### src/rtl/mbist_pkg.sv
// Shared types and helpers for the March C- memory BIST engine.
// Backgrounds are built at BG_W bits and truncated by the user.
package mbist_pkg;

  typedef enum logic [3:0] {
    S_IDLE  = 4'd0,
    S_M0    = 4'd1,
    S_M1    = 4'd2,
    S_M2    = 4'd3,
    S_M3    = 4'd4,
    S_M4    = 4'd5,
    S_M5    = 4'd6,
    S_CHECK = 4'd7,
    S_DONE  = 4'd8
  } state_e;

  localparam logic [1:0] MODE_SOLID = 2'd0;
  localparam logic [1:0] MODE_CHKB  = 2'd1;
  localparam logic [1:0] MODE_USER  = 2'd2;

  localparam int BG_W = 64;
  localparam logic [BG_W-1:0] CHKB_SEED = {32{2'b01}};

  // Reserved mode code 3 falls through to the solid background.
  function automatic logic [BG_W-1:0] bg(
    input logic [1:0]      mode,
    input logic [BG_W-1:0] pat,
    input logic            a0
  );
    logic [BG_W-1:0] r;
    case (mode)
      MODE_CHKB: r = CHKB_SEED ^ {BG_W{a0}};
      MODE_USER: r = pat;
      default:   r = '0;
    endcase
    return r;
  endfunction

endpackage

### src/rtl/mbist_addr_gen.sv
// Up/down address walker with non-power-of-two wrap
// and a read/write phase toggle for two-cycle elements.
module mbist_addr_gen #(
  parameter int DEPTH  = 256,
  parameter int ADDR_W = 8
) (
  input  logic              clk,
  input  logic              rst,
  input  logic              load,
  input  logic              load_down,
  input  logic              step,
  input  logic              dual,
  input  logic              down,
  output logic [ADDR_W-1:0] addr,
  output logic              phase,
  output logic              last
);

  localparam logic [ADDR_W-1:0] LAST = ADDR_W'(DEPTH - 1);

  logic [ADDR_W-1:0] nxt;

  always_comb begin
    nxt = '0;
    if (down)
      nxt = (addr == '0) ? LAST : addr - 1'b1;
    else
      nxt = (addr == LAST) ? '0 : addr + 1'b1;
  end

  assign last = down ? (addr == '0) : (addr == LAST);

  always_ff @(posedge clk) begin
    if (rst) begin
      addr  <= '0;
      phase <= 1'b0;
    end else if (load) begin
      addr  <= load_down ? LAST : '0;
      phase <= 1'b0;
    end else if (step) begin
      if (dual && !phase) begin
        phase <= 1'b1;
      end else begin
        phase <= 1'b0;
        addr  <= nxt;
      end
    end
  end

endmodule

### src/rtl/mbist_march_ctrl.sv
// March C- BIST engine: FSM, access generation, compare
// pipeline and first-fail diagnostics.
module mbist_march_ctrl
  import mbist_pkg::*;
#(
  parameter int DEPTH  = 256,
  parameter int DATA_W = 8,
  parameter int CNT_W  = 8,
  localparam int ADDR_W = (DEPTH > 1) ? $clog2(DEPTH) : 1
) (
  input  logic              clk,
  input  logic              rst,
  input  logic              start,
  input  logic              abort,
  input  logic [1:0]        mode,
  input  logic              stop_on_fail,
  input  logic [DATA_W-1:0] user_pat,
  output logic              mem_en,
  output logic              mem_we,
  output logic [ADDR_W-1:0] mem_addr,
  output logic [DATA_W-1:0] mem_wdata,
  input  logic [DATA_W-1:0] mem_rdata,
  output logic              busy,
  output logic              done,
  output logic              pass,
  output logic [ADDR_W-1:0] fail_addr,
  output logic [DATA_W-1:0] fail_exp,
  output logic [DATA_W-1:0] fail_act,
  output logic [CNT_W-1:0]  fail_cnt
);

  state_e state, nstate;

  logic              in_m, dual, down;
  logic              is_rd, wpol, rpol;
  logic              accept, acc, mism, halt, elem_end;
  logic              ld, ld_down;
  logic [ADDR_W-1:0] addr;
  logic              phase, last;
  logic [1:0]        mode_q;
  logic [DATA_W-1:0] pat_q, bgd;
  logic              cmp_v;
  logic [DATA_W-1:0] exp_q;
  logic [ADDR_W-1:0] cadr_q;

  assign in_m = (state == S_M0) || (state == S_M1) ||
                (state == S_M2) || (state == S_M3) ||
                (state == S_M4) || (state == S_M5);
  assign dual = (state == S_M1) || (state == S_M2) ||
                (state == S_M3) || (state == S_M4);
  assign down = (state == S_M3) || (state == S_M4) ||
                (state == S_M5);
  assign wpol = (state == S_M1) || (state == S_M3);
  assign rpol = (state == S_M2) || (state == S_M4);
  assign is_rd = dual ? ~phase : (state == S_M5);

  assign bgd = DATA_W'(bg(mode_q, BG_W'(pat_q), addr[0]));

  assign accept = start &&
                  ((state == S_IDLE) || (state == S_DONE));
  assign mism = cmp_v && (mem_rdata != exp_q);
  assign halt = stop_on_fail && mism;

  // Reset, abort and a stopping mismatch all cut the access this cycle.
  assign acc = in_m && !rst && !abort && !halt;

  assign mem_en    = acc;
  assign mem_we    = acc && !is_rd;
  assign mem_addr  = acc ? addr : '0;
  assign mem_wdata = mem_we ? (bgd ^ {DATA_W{wpol}}) : '0;

  assign busy = in_m || (state == S_CHECK);
  assign done = (state == S_DONE);

  assign elem_end = last && (!dual || phase);
  assign ld       = accept || (acc && elem_end);
  assign ld_down  = (state == S_M2) || (state == S_M3) ||
                    (state == S_M4);

  mbist_addr_gen #(
    .DEPTH  (DEPTH),
    .ADDR_W (ADDR_W)
  ) u_agen (
    .clk       (clk),
    .rst       (rst),
    .load      (ld),
    .load_down (ld_down),
    .step      (acc),
    .dual      (dual),
    .down      (down),
    .addr      (addr),
    .phase     (phase),
    .last      (last)
  );

  always_comb begin
    nstate = state;
    unique case (state)
      S_IDLE, S_DONE: if (start) nstate = S_M0;
      S_M0, S_M1, S_M2, S_M3, S_M4, S_M5: begin
        if (abort || halt) nstate = S_DONE;
        else if (elem_end) begin
          unique case (state)
            S_M0:    nstate = S_M1;
            S_M1:    nstate = S_M2;
            S_M2:    nstate = S_M3;
            S_M3:    nstate = S_M4;
            S_M4:    nstate = S_M5;
            default: nstate = S_CHECK;
          endcase
        end
      end
      S_CHECK: nstate = S_DONE;
      default: nstate = S_IDLE;
    endcase
  end

  always_ff @(posedge clk) begin
    if (rst) state <= S_IDLE;
    else     state <= nstate;
  end

  always_ff @(posedge clk) begin
    if (rst) begin
      mode_q <= MODE_SOLID;
      pat_q  <= '0;
    end else if (accept) begin
      mode_q <= mode;
      pat_q  <= user_pat;
    end
  end

  always_ff @(posedge clk) begin
    if (rst || accept) begin
      cmp_v  <= 1'b0;
      exp_q  <= '0;
      cadr_q <= '0;
    end else begin
      cmp_v <= acc && is_rd;
      if (acc && is_rd) begin
        exp_q  <= bgd ^ {DATA_W{rpol}};
        cadr_q <= addr;
      end
    end
  end

  always_ff @(posedge clk) begin
    if (rst || accept) begin
      pass      <= 1'b0;
      fail_cnt  <= '0;
      fail_addr <= '0;
      fail_exp  <= '0;
      fail_act  <= '0;
    end else begin
      if (state == S_CHECK)
        pass <= !abort && (fail_cnt == '0) && !mism;
      // fail_cnt==0 doubles as "no mismatch seen yet" since it saturates.
      if (mism && !abort) begin
        if (fail_cnt != '1) fail_cnt <= fail_cnt + 1'b1;
        if (fail_cnt == '0) begin
          fail_addr <= cadr_q;
          fail_exp  <= exp_q;
          fail_act  <= mem_rdata;
        end
      end
    end
  end

endmodule

### config.mk
export PLATFORM = sky130hd
export DESIGN_NAME = mbist_march_ctrl
export DESIGN_NICKNAME = d
export VERILOG_FILES = /design/src/rtl/mbist_pkg.sv /design/src/rtl/mbist_addr_gen.sv /design/src/rtl/mbist_march_ctrl.sv
export SDC_FILE = /design/constraint.sdc
export NUM_CORES = 1
export LEC_CHECK = 0
export BUFFER_PORTS_ARGS = -buffer_cell sky130_fd_sc_hd__buf_2
export CAP_MARGIN = 10
export CELL_PAD_IN_SITES_DETAIL_PLACEMENT = 1
export CELL_PAD_IN_SITES_GLOBAL_PLACEMENT = 1
export CORE_AREA = 10 10 133 99
export CTS_BUF_LIST = sky130_fd_sc_hd__clkbuf_16
export DETAILED_ROUTE_END_ITERATION = 8
export DIE_AREA = 0 0 143 109
export PLACE_DENSITY_LB_ADDON = 0.1
export SETUP_SLACK_MARGIN = 0.05
export SLEW_MARGIN = 15
export SYNTH_ARGS = -nofsm -noshare
export SYNTH_HDL_FRONTEND = slang
export SYNTH_SLANG_ARGS = --single-unit
export TNS_END_PERCENT = 100
### constraint.sdc
create_clock -name clk -period 2.2 [get_ports clk]
set_input_delay 0 -clock clk [delete_from_list [all_inputs] [get_ports clk]]
set_output_delay 0 -clock clk [all_outputs]
set_load 0.03 [all_outputs]
# Word-level counts from Yosys, hierarchy flattened
# Index checks and enable logic that the tools add are counted.
[word_totals] output_inout_bits=53 regBits=73
[op_classes] n_eq_ne=16 n_bitwise=4 reduce_logical=52 mux=18 n_addsub=3
[op_table] op="$mux W8" n=9
[op_table] op="$logic_or A1 B1 Y1" n=20
[op_table] op="$add A8 B1 Y8 const B" n=2
[op_table] op="$eq A4 B3 Y1 const B" n=4
[op_table] op="$logic_not A8 Y1" n=2
[op_table] op="$pmux W8 S2" n=1
[op_table] op="$xor A8 B8 Y8" n=2
[op_table] op="$pmux W3 S5" n=1
[op_table] op="$logic_and A1 B1 Y1" n=14
[op_table] op="$mux W4" n=3
[op_table] op="$pmux W4 S3" n=1
[op_table] op="$eq A4 B2 Y1 const B" n=2
[op_table] op="$eq A8 B8 Y1 const B" n=1
[op_table] op="$ne A8 B8 Y1" n=1
[op_table] op="$ne A8 B8 Y1 const B" n=1
[op_table] op="$reduce_and A2 Y1" n=4
[op_table] op="$sub A8 B1 Y8 const B" n=1
[op_table] op="$logic_not A1 Y1" n=7
[op_table] op="$reduce_or A6 Y1" n=1
[op_table] op="$eq A4 B1 Y1 const B" n=1
[op_table] op="$eq A4 B4 Y1 const B" n=1
[op_table] op="$logic_not A4 Y1" n=1
[op_table] op="$ne A2 B2 Y1 const B" n=2
[op_table] op="$not A4 Y4" n=1
[op_table] op="7 further kinds" n=10

# Logic depth before layout (Yosys ltp)
# Gate-level depths: netlist (run 1).
[depth] ltp_word=13 mapped_depth=9 depth_no_buf=8

# Hierarchy
# A second synthesis (run 1) with hierarchy kept.
[hier_totals] hier_cells=484 hier_area_um2=4053.9
[by_module_without_submodules] mod="mbist_march_ctrl" seq_area_each_um2=1281.2 cells_per_inst=378 instances=1 area_each_um2=3213.1
[by_module_without_submodules] mod="mbist_addr_gen" seq_area_each_um2=180.2 cells_per_inst=106 instances=1 area_each_um2=840.8

# Least setup slack after synthesis (run 1)
# Ideal clock, no wire load.
[synth_timing] path_kind="reg-to-output" start="reg exp_q[4]" end="out mem_wdata[0]" stages_incl_launch_ff=9 arrival_time_ns=2.346 setup_slack_ns=-0.146 path_buffers=2 cell_sequence="dfxtp_1 -> xor2_1 -> nor4_1 -> a21oi_1 -> nor2b_1 -> clkbuf_1 -> nand2b_1 -> clkbuf_1 -> nor2_1"
[synth_between] elab_chain_cells=7
[synth_lines] item="from (decl)" line="mbist_march_ctrl.sv:43" rtl="logic [DATA_W-1:0] exp_q;"
[synth_lines] item="from (signal assigned)" line="mbist_march_ctrl.sv:141" rtl="exp_q <= bgd ^ {DATA_W{rpol}};"
[synth_lines] item="$ne A8 B8 Y1" line="mbist_march_ctrl.sv:61" rtl="assign mism = cmp_v && (mem_rdata != exp_q);"
[synth_lines] item="$logic_and A1 B1 Y1" line="mbist_march_ctrl.sv:61"
[synth_lines] item="$logic_and A1 B1 Y1" line="mbist_march_ctrl.sv:62" rtl="assign halt = stop_on_fail && mism;"
[synth_lines] item="$logic_not A1 Y1" line="mbist_march_ctrl.sv:65" rtl="assign acc = in_m && !rst && !abort && !halt;"
[synth_lines] item="$logic_and A1 B1 Y1" line="mbist_march_ctrl.sv:65"
[synth_lines] item="net mem_en" line="mbist_march_ctrl.sv:18" rtl="output logic mem_en,"
[synth_lines] item="$logic_and A1 B1 Y1" line="mbist_march_ctrl.sv:68" rtl="assign mem_we = acc && !is_rd;"
[synth_lines] item="$mux W8" line="mbist_march_ctrl.sv:70" rtl="assign mem_wdata = mem_we ? (bgd ^ {DATA_W{wpol}}) : '0;"
[synth_lines] item="to (decl)" line="mbist_march_ctrl.sv:21" rtl="output logic [DATA_W-1:0] mem_wdata,"
# The timed path passes the listed nets, and every way through them passes these cells.

# Worst setup path after layout (run 1)
[layout_timing] start="reg state[1]" end="out mem_addr[2]"
[layout_between] elab_chain_cells=10 elab_cells_between_ends=15 cone_classes="eq/ne: 6; mux: 1; reduce/logical: 8"
[layout_lines] item="from (decl)" line="mbist_march_ctrl.sv:32" rtl="state_e state, nstate;"
[layout_lines] item="from (signal assigned)" line="mbist_march_ctrl.sv:120" rtl="else state <= nstate;"
[layout_lines] item="$eq A4 B1 Y1 or $eq A4 B2 Y1 (tied branches)" line="mbist_march_ctrl.sv:46" rtl="assign in_m = (state == S_M0) || (state == S_M1) ||"
[layout_lines] item="$logic_or A1 B1 Y1 (2 in series)" line="mbist_march_ctrl.sv:46"
[layout_lines] item="$logic_or A1 B1 Y1 (2 in series)" line="mbist_march_ctrl.sv:47" rtl="(state == S_M2) || (state == S_M3) ||"
[layout_lines] item="$logic_or A1 B1 Y1 *" line="mbist_march_ctrl.sv:48" rtl="(state == S_M4) || (state == S_M5);"
[layout_lines] item="$logic_and A1 B1 Y1 * (3 in series)" line="mbist_march_ctrl.sv:65"
[layout_lines] item="$mux W8 *" line="mbist_march_ctrl.sv:69" rtl="assign mem_addr = acc ? addr : '0;"
[layout_lines] item="to (decl)" line="mbist_march_ctrl.sv:20" rtl="output logic [ADDR_W-1:0] mem_addr,"
# Every way passes the cells marked *; elsewhere a longest branch is shown, timed or not.

==> summary.txt, run 1 <==
Route
  – Drt via density: 5.16
  – Detailed-route DRC error count: 0
  – 1st-pass router iterations: 4
  – Wire per inst: between 15 and 20 µm
  – Final WL: ~14000 µm
  – Antenna violation net count after detailed routing: 0
  – Via count: 3924
  – Drt initial violations: 168

Power and ir drop
  – Net Sw Power: slightly below 0.9 mW
  – Comb pwr share: 0.140
  – Switching share of power: 0.262
  – Internal: 2.43 mW
  – Sequential Power Share: 0.416
  – Max IR drop VDD: roughly 0.00045 V
  – LEAKAGE: 2.57 nW
  – Power per Cell Area: ~590 nW/µm²
  – Clk pwr share: 0.444
  – Final Power: about 3.3 mW

Timing
  – Final period util: 1.01
  – Pins Over Slew Limit: 0
  – RSZ-0062 raised after global routing: true
  – Setup slack after layout: -0.0203 ns
  – Max Clock Skew: about 0.0054 ns
  – Hold Vio Cnt, Final: 0
  – Worst-Margin Slew: about 0.57 ns
  – Fmax: approximately 0.45 GHz
  – Hold slack final: about 0.14 ns
  – Minimum clock period: 2.22 ns
  – Final setup vio count: 4
  – Max-slew headroom: 0.607

CTS
  – Clk root buf: clkbuf_16
  – Clock sinks: 73
  – Clock insertion delay at the later pin of the skew report: around 0.34 ns
  – Clk slew on worst S/H paths: about 0.060 ns
  – CTS max path bufs: 2
  – CTS tree: done
  – H-tree level count: 3
  – Num CTS Buffers: 9

Floorplan
  – Num ports: 76
  – Rows: 32
  – Die span in x: 143 µm
  – Die area: roughly 16000 µm²
  – CORE AREA: 10700 µm²
  – Die Y: 109 µm
  – Initial Util: 0.359

Worst setup path
  – Crit path max fanout: 4
  – CP max stage cell: dfxtp_4
  – Most frequent CP cell: buf_6
  – CP peak stage delay: roughly 0.35 ns
  – CP Cell Sequence: buf_6 -> and2_4 -> a211o_1 -> nor3_2 -> nor2b_4 -> buf_4 -> buf_6 -> and2_4 -> buf_6
  – Kind of critical path: flip-flop to primary output
  – Crit path required time: roughly 2.2 ns
  – Crit path launch type: flip-flop
  – Signal arrival time at the worst endpoint: between 2 and 2.5 ns
  – CP Capture Type: primary output

Synthesis
  – Netlist cell types: between 50 and 60
  – Mapped Nets: roughly 510
  – Register area share after synthesis: 0.381
  – Mapped cell area: ~3800 µm²
  – Syn Inst Count: approximately 480
  – Yosys warnings: 0
  – Number of flops mapped to enable cells by yosys: 0
  – Async S/R FF share, synth: 0
  – Top FF cell, synth: dfxtp_1
  – Flops & latches, synth: 73
  – Avg Inst Size Synth: between 8 and 9 µm²

GRT
  – Gr ovfl total: 0
  – Antenna violations before repair: 0
  – Vias in the first global route: 4110
  – GR Layer Usage met1: 0.216
  – M3 GR Usage: 0.0491
  – Global route hottest layer: met2
  – First-pass GRT wire length: 21500 µm
  – Grt met2 use: 0.286
  – Overall Global Routing Usage: 0.171
  – Largest net degree at the start of global routing: 43

Place
  – HPWL Detailed: approximately 10000 µm
  – # port buffers: 75
  – Dpl cell area: 4680 µm²
  – GPL Wtd Cong: ~0.9
  – Dpl ws: -0.0199 ns

Run status
  – Failing checks: setup timing
  – Result of the run: complete, but fails checks

Layout
  – Final Net Count: about 650
  – Final instance area: 5630 µm²
  – # fillers: approximately 1300
  – Register area: 1470 µm²
  – Area Growth Syn to Fin: 46.5%
  – Antenna cells: 0
  – Share of cells above drive strength 1: 0.337
  – Combined area of the multi-input logic cells: 2380 µm²

Hold path
  – Hold WC Path Type: input pin to flip-flop

Flow run
  – MaxCap Viol Count: 0
==> flip-flops by register name, summed over array words and instances, names as in the netlist <==
name / cells
u_agen.phase: 1
mode_q: 2
exp_q: 8
pat_q: 8
u_agen.addr: 8
state: 4
pass: 1
fail_addr: 8
cmp_v: 1
fail_exp: 8
fail_act: 8
cadr_q: 8
fail_cnt: 8
==> path summary, 6_finish.rpt <==
path | from | end | slack (ns) | cells after the start
hold / removal | rst | pat_q[0]$_SDFFE_PP0P_ | 0.14 | 3
hold reg to reg | pat_q[5]$_SDFFE_PP0P_ | pat_q[5]$_SDFFE_PP0P_ | 0.46 | 2
setup / recovery | state[1]$_SDFFE_PP0P_ | mem_addr[2] | -0.02 | 9
setup reg to reg | state[1]$_SDFFE_PP0P_ | u_agen.addr[0]$_SDFFE_PP0P_ | 0.02 | 7
==> power groups by stage <==
| stage | combinational [mW] | sequential [mW] | clock (mW) |
|---|---|---|---|
| CTS | 0.426 | 1.37 | 1.49 |
| floorplan | 0.226 | 1.39 | 0 |
| global route | 0.506 | 1.38 | 1.54 |
| detailed placement | 0.389 | 1.40 | 0 |
| finish | 0.462 | 1.37 | 1.46 |
| global placement | 0.386 | 1.40 | 0 |
==> layout make-up <==
class,instances,share of cell area
clock inverter,7,0.0127
inverter,21,0.0140
tap,136,0.0302
timing repair buffer,159,0.218
multi-input combinational,355,0.423
sequential,73,0.262
clock buffer,9,0.0400
==> per-layer routing <==
layer / share of wire / wire length, µm / vias up
met4: 0.0078 / 106 / 0
met3: 0.052 / 711 / 12
met1: 0.47 / 6360 / 1918
met2: 0.47 / 6390 / 77
li1: - / - / 1917
met5: 0 / 0 / -
==> critical path: cells and delay by family (launching register included) <==
kind / cells / cell delay, ns
AO/OA/AOI/OAI: 1 / 0.29
buffers and inverters: 4 / 0.49
flip-flops: 1 / 0.35
AND/OR/NAND/NOR: 4 / 0.73
==> what timing repair did <==
| action | in CTS | in global routing |
|---|---|---|
| cloned | 1 | 1 |
| hold buffers | 19 | 0 |
| endpoints found under the hold margin | 19 | 0 |
| buffers inserted | 7 | 11 |
| pin swaps | 3 | 16 |
| gates resized for setup | 33 | 58 |
| setup endpoints to repair | 27 | 29 |
==> cells in the mapped netlist, types with 12 or more instances <==
master,instances,area share
xor2_1,16,0.036
dfxtp_1,73,0.38
nor2_1,59,0.058
clkbuf_1,21,0.021
inv_1,21,0.021
nand2_1,56,0.055
nor3_1,13,0.017
and2_1,12,0.020
mux2i_1,34,0.089
nand3_1,16,0.021
a21oi_1,36,0.047
xnor2_1,18,0.041
o21ai_0,17,0.022
==> layout by cell type (no fill, tap or decap), types with 3 or more instances in the layout <==
| cell | netlist | routed |
|---|---|---|
| nand3b_1 | 4 | 4 |
| and2_4 | 0 | 9 |
| nor3_2 | 1 | 3 |
| ha_1 | 7 | 7 |
| a21oi_1 | 36 | 34 |
| xor2_1 | 16 | 16 |
| xnor2_1 | 18 | 18 |
| o31ai_1 | 4 | 4 |
| o21ai_0 | 17 | 17 |
| nor2_1 | 59 | 51 |
| buf_2 | 3 | 57 |
| buf_4 | 0 | 56 |
| nand2b_1 | 5 | 4 |
| nand3_1 | 16 | 16 |
| nor3_1 | 13 | 10 |
| clkbuf_16 | 0 | 9 |
| or3_1 | 7 | 7 |
| buf_12 | 0 | 3 |
| inv_1 | 21 | 19 |
| dlygate4sd3_1 | 0 | 19 |
| a21oi_2 | 1 | 3 |
| nand2_1 | 56 | 56 |
| nor4_1 | 6 | 4 |
| dfxtp_1 | 73 | 65 |
| mux2i_1 | 34 | 34 |
| buf_6 | 2 | 24 |
| dfxtp_2 | 0 | 7 |
| nor2_4 | 0 | 7 |
==> cell families (layout without fill, tap and decap cells) <==
group / after synthesis / in the layout / synth area share
DFF: 73 / 73 / 0.381
xor gates and xnor gates: 34 / 34 / 0.0775
and+or+nand+nor: 195 / 196 / 0.239
adders and majority gates: 7 / 7 / 0.0228
muxes: 34 / 34 / 0.0886
buffers and inverters: 49 / 196 / 0.0528
AOI/OAI and AO/OA: 84 / 84 / 0.138
==> stage by stage <==
stage	util	cells	setup TNS, ns
finish	0.526	760	-0.0552
global route	0.526	760	-1.08
detailed placement	0.437	705	-0.0311
global placement	0.437	705	0
floorplan	-	476	0
CTS	0.497	748	0
(Power assumes the default switching activity.)
==> inputs of run 2 (changes only) <==
--- a/config.mk
+++ b/config.mk
@@ -9,10 +9,10 @@
 export CAP_MARGIN = 10
 export CELL_PAD_IN_SITES_DETAIL_PLACEMENT = 1
 export CELL_PAD_IN_SITES_GLOBAL_PLACEMENT = 1
-export CORE_AREA = 10 10 133 99
+export CORE_AREA = 10 10 125 105
 export CTS_BUF_LIST = sky130_fd_sc_hd__clkbuf_16
 export DETAILED_ROUTE_END_ITERATION = 8
-export DIE_AREA = 0 0 143 109
+export DIE_AREA = 0 0 135 115
 export PLACE_DENSITY_LB_ADDON = 0.1
 export SETUP_SLACK_MARGIN = 0.05
 export SLEW_MARGIN = 15
==> run 2 against run 1 <==
  * Critical path type is now flip-flop to flip-flop
  * Critical endpoint is now u_agen.addr[4]$_SDFFE_PP0P_
  * Sequential cell count is the same
  * Fmax grew 5.4%
  * The run now ends clean
  * Sequential power is essentially flat
  * Sequential share of layout area grew 0.99 points
  * Clock skew is essentially flat
  * Via count shrank 0.51%
  * Combinational power shrank 6.1%
  * Die area shrank 0.40%
  * Final area shrank 3.9%
  * Cell count shrank 0.39%
==> summary.txt, run 2 (same netlist as run 1, synthesis figures left out) <==
Layout
  – Commonest non-fill, non-tap cell in the layout: dfxtp_1
  – Layout Cells excl Fill: 757 (-0.39%)
  – Most frequent cells in the layout: dfxtp_1, buf_4, buf_2, nand2_1, nor2_1
  – Share of cells above drive strength 1: 0.297 (-0.0396)
  – Final Net Count: 638 (-1.7%)
  – Antenna cells: 0 (unchanged)
  – Post-layout util: 0.511 (-0.0157)
  – Area Growth Syn to Fin: 40.9%

Power and ir drop
  – Max IR drop VDD: 0.000415 V (-7.0%)
  – Power per Cell Area: 587 nW/µm² (about the same)
  – LEAKAGE: 2.48 nW (-3.5%)

Place
  – # port buffers: 75 (unchanged)
  – GPL Wtd Cong: 0.869 (-3.8%)
  – Dpl ws: -0.00830 ns (+0.0116 ns)
  – HPWL Detailed: 9410 µm (-3.6%)
  – Inst Count DP: 707 (+0.28%)

Worst setup path
  – CP Capture Type: flip-flop
  – Reg-to-reg critical path endpoint: u_agen.addr[4]$_SDFFE_PP0P_
  – Signal arrival time at the worst endpoint: 2.37 ns (+0.15 ns)
  – Kind of critical path: flip-flop to flip-flop
  – Worst R2R Path Depth: 6 (-1)
  – Crit path max fanout: 8 (+4)
  – Crit path required time: 2.46 ns (+0.26 ns)
  – R2R setup slack: 0.09 ns (+0.07 ns)
  – Crit path launch type: flip-flop
  – R2R Path Start: state[1]$_SDFFE_PP0P_

Timing
  – Hold Vio Cnt, Final: 0 (unchanged)
  – Max Clock Skew: 0.00533 ns (-0.0000453 ns)
  – Final period util: 0.958 (-0.0516)
  – Fmax: 0.475 GHz (+5.4%)
  – Final setup vio count: 0 (-4)
  – Max-slew headroom: 0.627 (+0.0200)
  – RSZ-0062 raised after global routing: true
  – Worst-Margin Slew: 0.553 ns (-0.0221 ns)
  – Minimum clock period: 2.11 ns (-0.113 ns)
  – Setup slack after layout: 0.0932 ns (+0.113 ns)
  – Pins Over Slew Limit: 0 (unchanged)

Floorplan
  – Die Y: 115 µm (+5.5%)
  – CORE AREA: 10600 µm² (-0.91%)
  – Die area: 15500 µm² (-0.40%)
  – Die span in x: 135 µm (-5.6%)
  – Num ports: 76 (unchanged)
  – Rows: 34 (+6.3%)
  – Initial Util: 0.363 (+0.00331)

GRT
  – Overall Global Routing Usage: 0.166 (-0.00572)
  – Gr ovfl total: 0 (unchanged)
  – Largest net degree at the start of global routing: 43 (unchanged)
  – Vias in the first global route: 4033 (-1.9%)
  – First-pass GRT wire length: 20900 µm (-2.5%)
  – Antenna violations before repair: 0 (unchanged)

Hold path
  – Hold Path Sink: pat_q[6]$_SDFFE_PP0P_
  – Worst Hold Path Cells: 2 (-1)
  – Hold_sp: rst
  – Hold WC Path Type: input pin to flip-flop

Route
  – Drt initial violations: 178 (+6.0%)
  – Via count: 3904 (-0.51%)
  – Drt via density: 5.16 (-0.12%)
  – Antenna violation net count after detailed routing: 0 (unchanged)
  – 1st-pass router iterations: 5 (+1)
  – Wire per inst: 17.5 µm (-2.1%)
  – Detailed-route DRC error count: 0 (unchanged)
  – Final WL: 13200 µm (-2.5%)

CTS
  – CTS max path bufs: 2 (unchanged)
  – Clk slew on worst S/H paths: 0.06 ns (about the same)
  – Clk root buf: clkbuf_16
  – Clock insertion delay at the later pin of the skew report: 0.34 ns (about the same)
  – Clock sinks: 73 (unchanged)
  – CTS tree: done
  – Num CTS Buffers: 9 (unchanged)
  – H-tree level count: 3 (unchanged)

Flow run
  – MaxCap Viol Count: 0 (unchanged)

Run status
  – Result of the run: completed
## run 2: cell count changes in the layout (fill, tap and decap cells not counted), sizes merged
| cell | previous run | this run |
|---|---|---|
| clkinvlp | 2 | 1 |
| nand2b | 6 | 5 |
| clkinv | 4 | 5 |
| clkbuf | 9 | 11 |
| buf | 140 | 128 |
| bufinv | 1 | 0 |
| inv | 21 | 22 |
## run 2: area by class of cell
class                   count  area, µm²
clock buffers               9        225
clock inverters             7       46.3
fillers                  1288       5180
inverters                  21       78.8
multi-input cells         354       2320
flip-flops and latches     73       1470
well taps                 144        180
repair buffers            149       1090
## run 2: worst max-delay path by stage
stage,startpoint,endpoint,slack (ns),depth (start not counted)
2_1_floorplan,state[1]$_SDFFE_PP0P_,u_agen.addr[4]$_SDFFE_PP0P_,0.04,8
3_5_place_dp,state[2]$_SDFFE_PP0P_,mem_wdata[7],-0.008,8
6_report,state[1]$_SDFFE_PP0P_,u_agen.addr[4]$_SDFFE_PP0P_,0.09,6
4_1_cts,state[1]$_SDFFE_PP0P_,mem_wdata[7],0.03,7
5_1_grt,mem_rdata[1],u_agen.addr[6]$_SDFFE_PP0P_,-0.01,10
3_3_place_gp,exp_q[4]$_SDFFE_PP0P_,u_agen.addr[0]$_SDFFE_PP0P_,0.04,8
## run 2: what timing repair did
item / CTS / global route
cloned: 0 / 2
pin swaps: 3 / 12
endpoints found under the hold margin: 19 / 0
setup buffers: 4 / 9
resized for setup: 29 / 19
hold buffers: 19 / 0
endpoints found under the setup margin: 25 / 55
## run 2: layer usage
layer / track usage / routed length, µm / up-vias / part of all wire
met2: 0.282 / 6420 / 93 / 0.49
li1: - / - / 1895 / -
met3: 0.0436 / 642 / 19 / 0.049
met5: 0 / 0 / - / 0
met1: 0.201 / 5920 / 1897 / 0.45
met4: 0.0494 / 238 / 0 / 0.018
## run 2: critical path: stages (launching register included)
cell      delay, ns
dfxtp_4        0.39
a21oi_1        0.07
or3_1          0.30
a2111o_1       0.43
or2_4          0.28
or3_4          0.39
a31oi_1        0.18
## run 2: through the flow
stage                     hold slack [ns]  total power [mW]  cell area, µm²  setup TNS (ns)
after floorplan                     0.136              1.62            3870               0
after CTS                           0.110              3.17            5210               0
after global placement              0.244              1.76            4630               0
after detailed placement            0.249              1.77            4630         -0.0130
final                               0.120              3.17            5410               0
after global routing                0.150              3.31            5410         -0.0225
## run 2: power by group
part / switching (mW) / leakage, nW / internal, mW
registers: 0.0295 / 0.592 / 1.35
logic: 0.242 / 1.76 / 0.192
clock network: 0.602 / 0.131 / 0.761
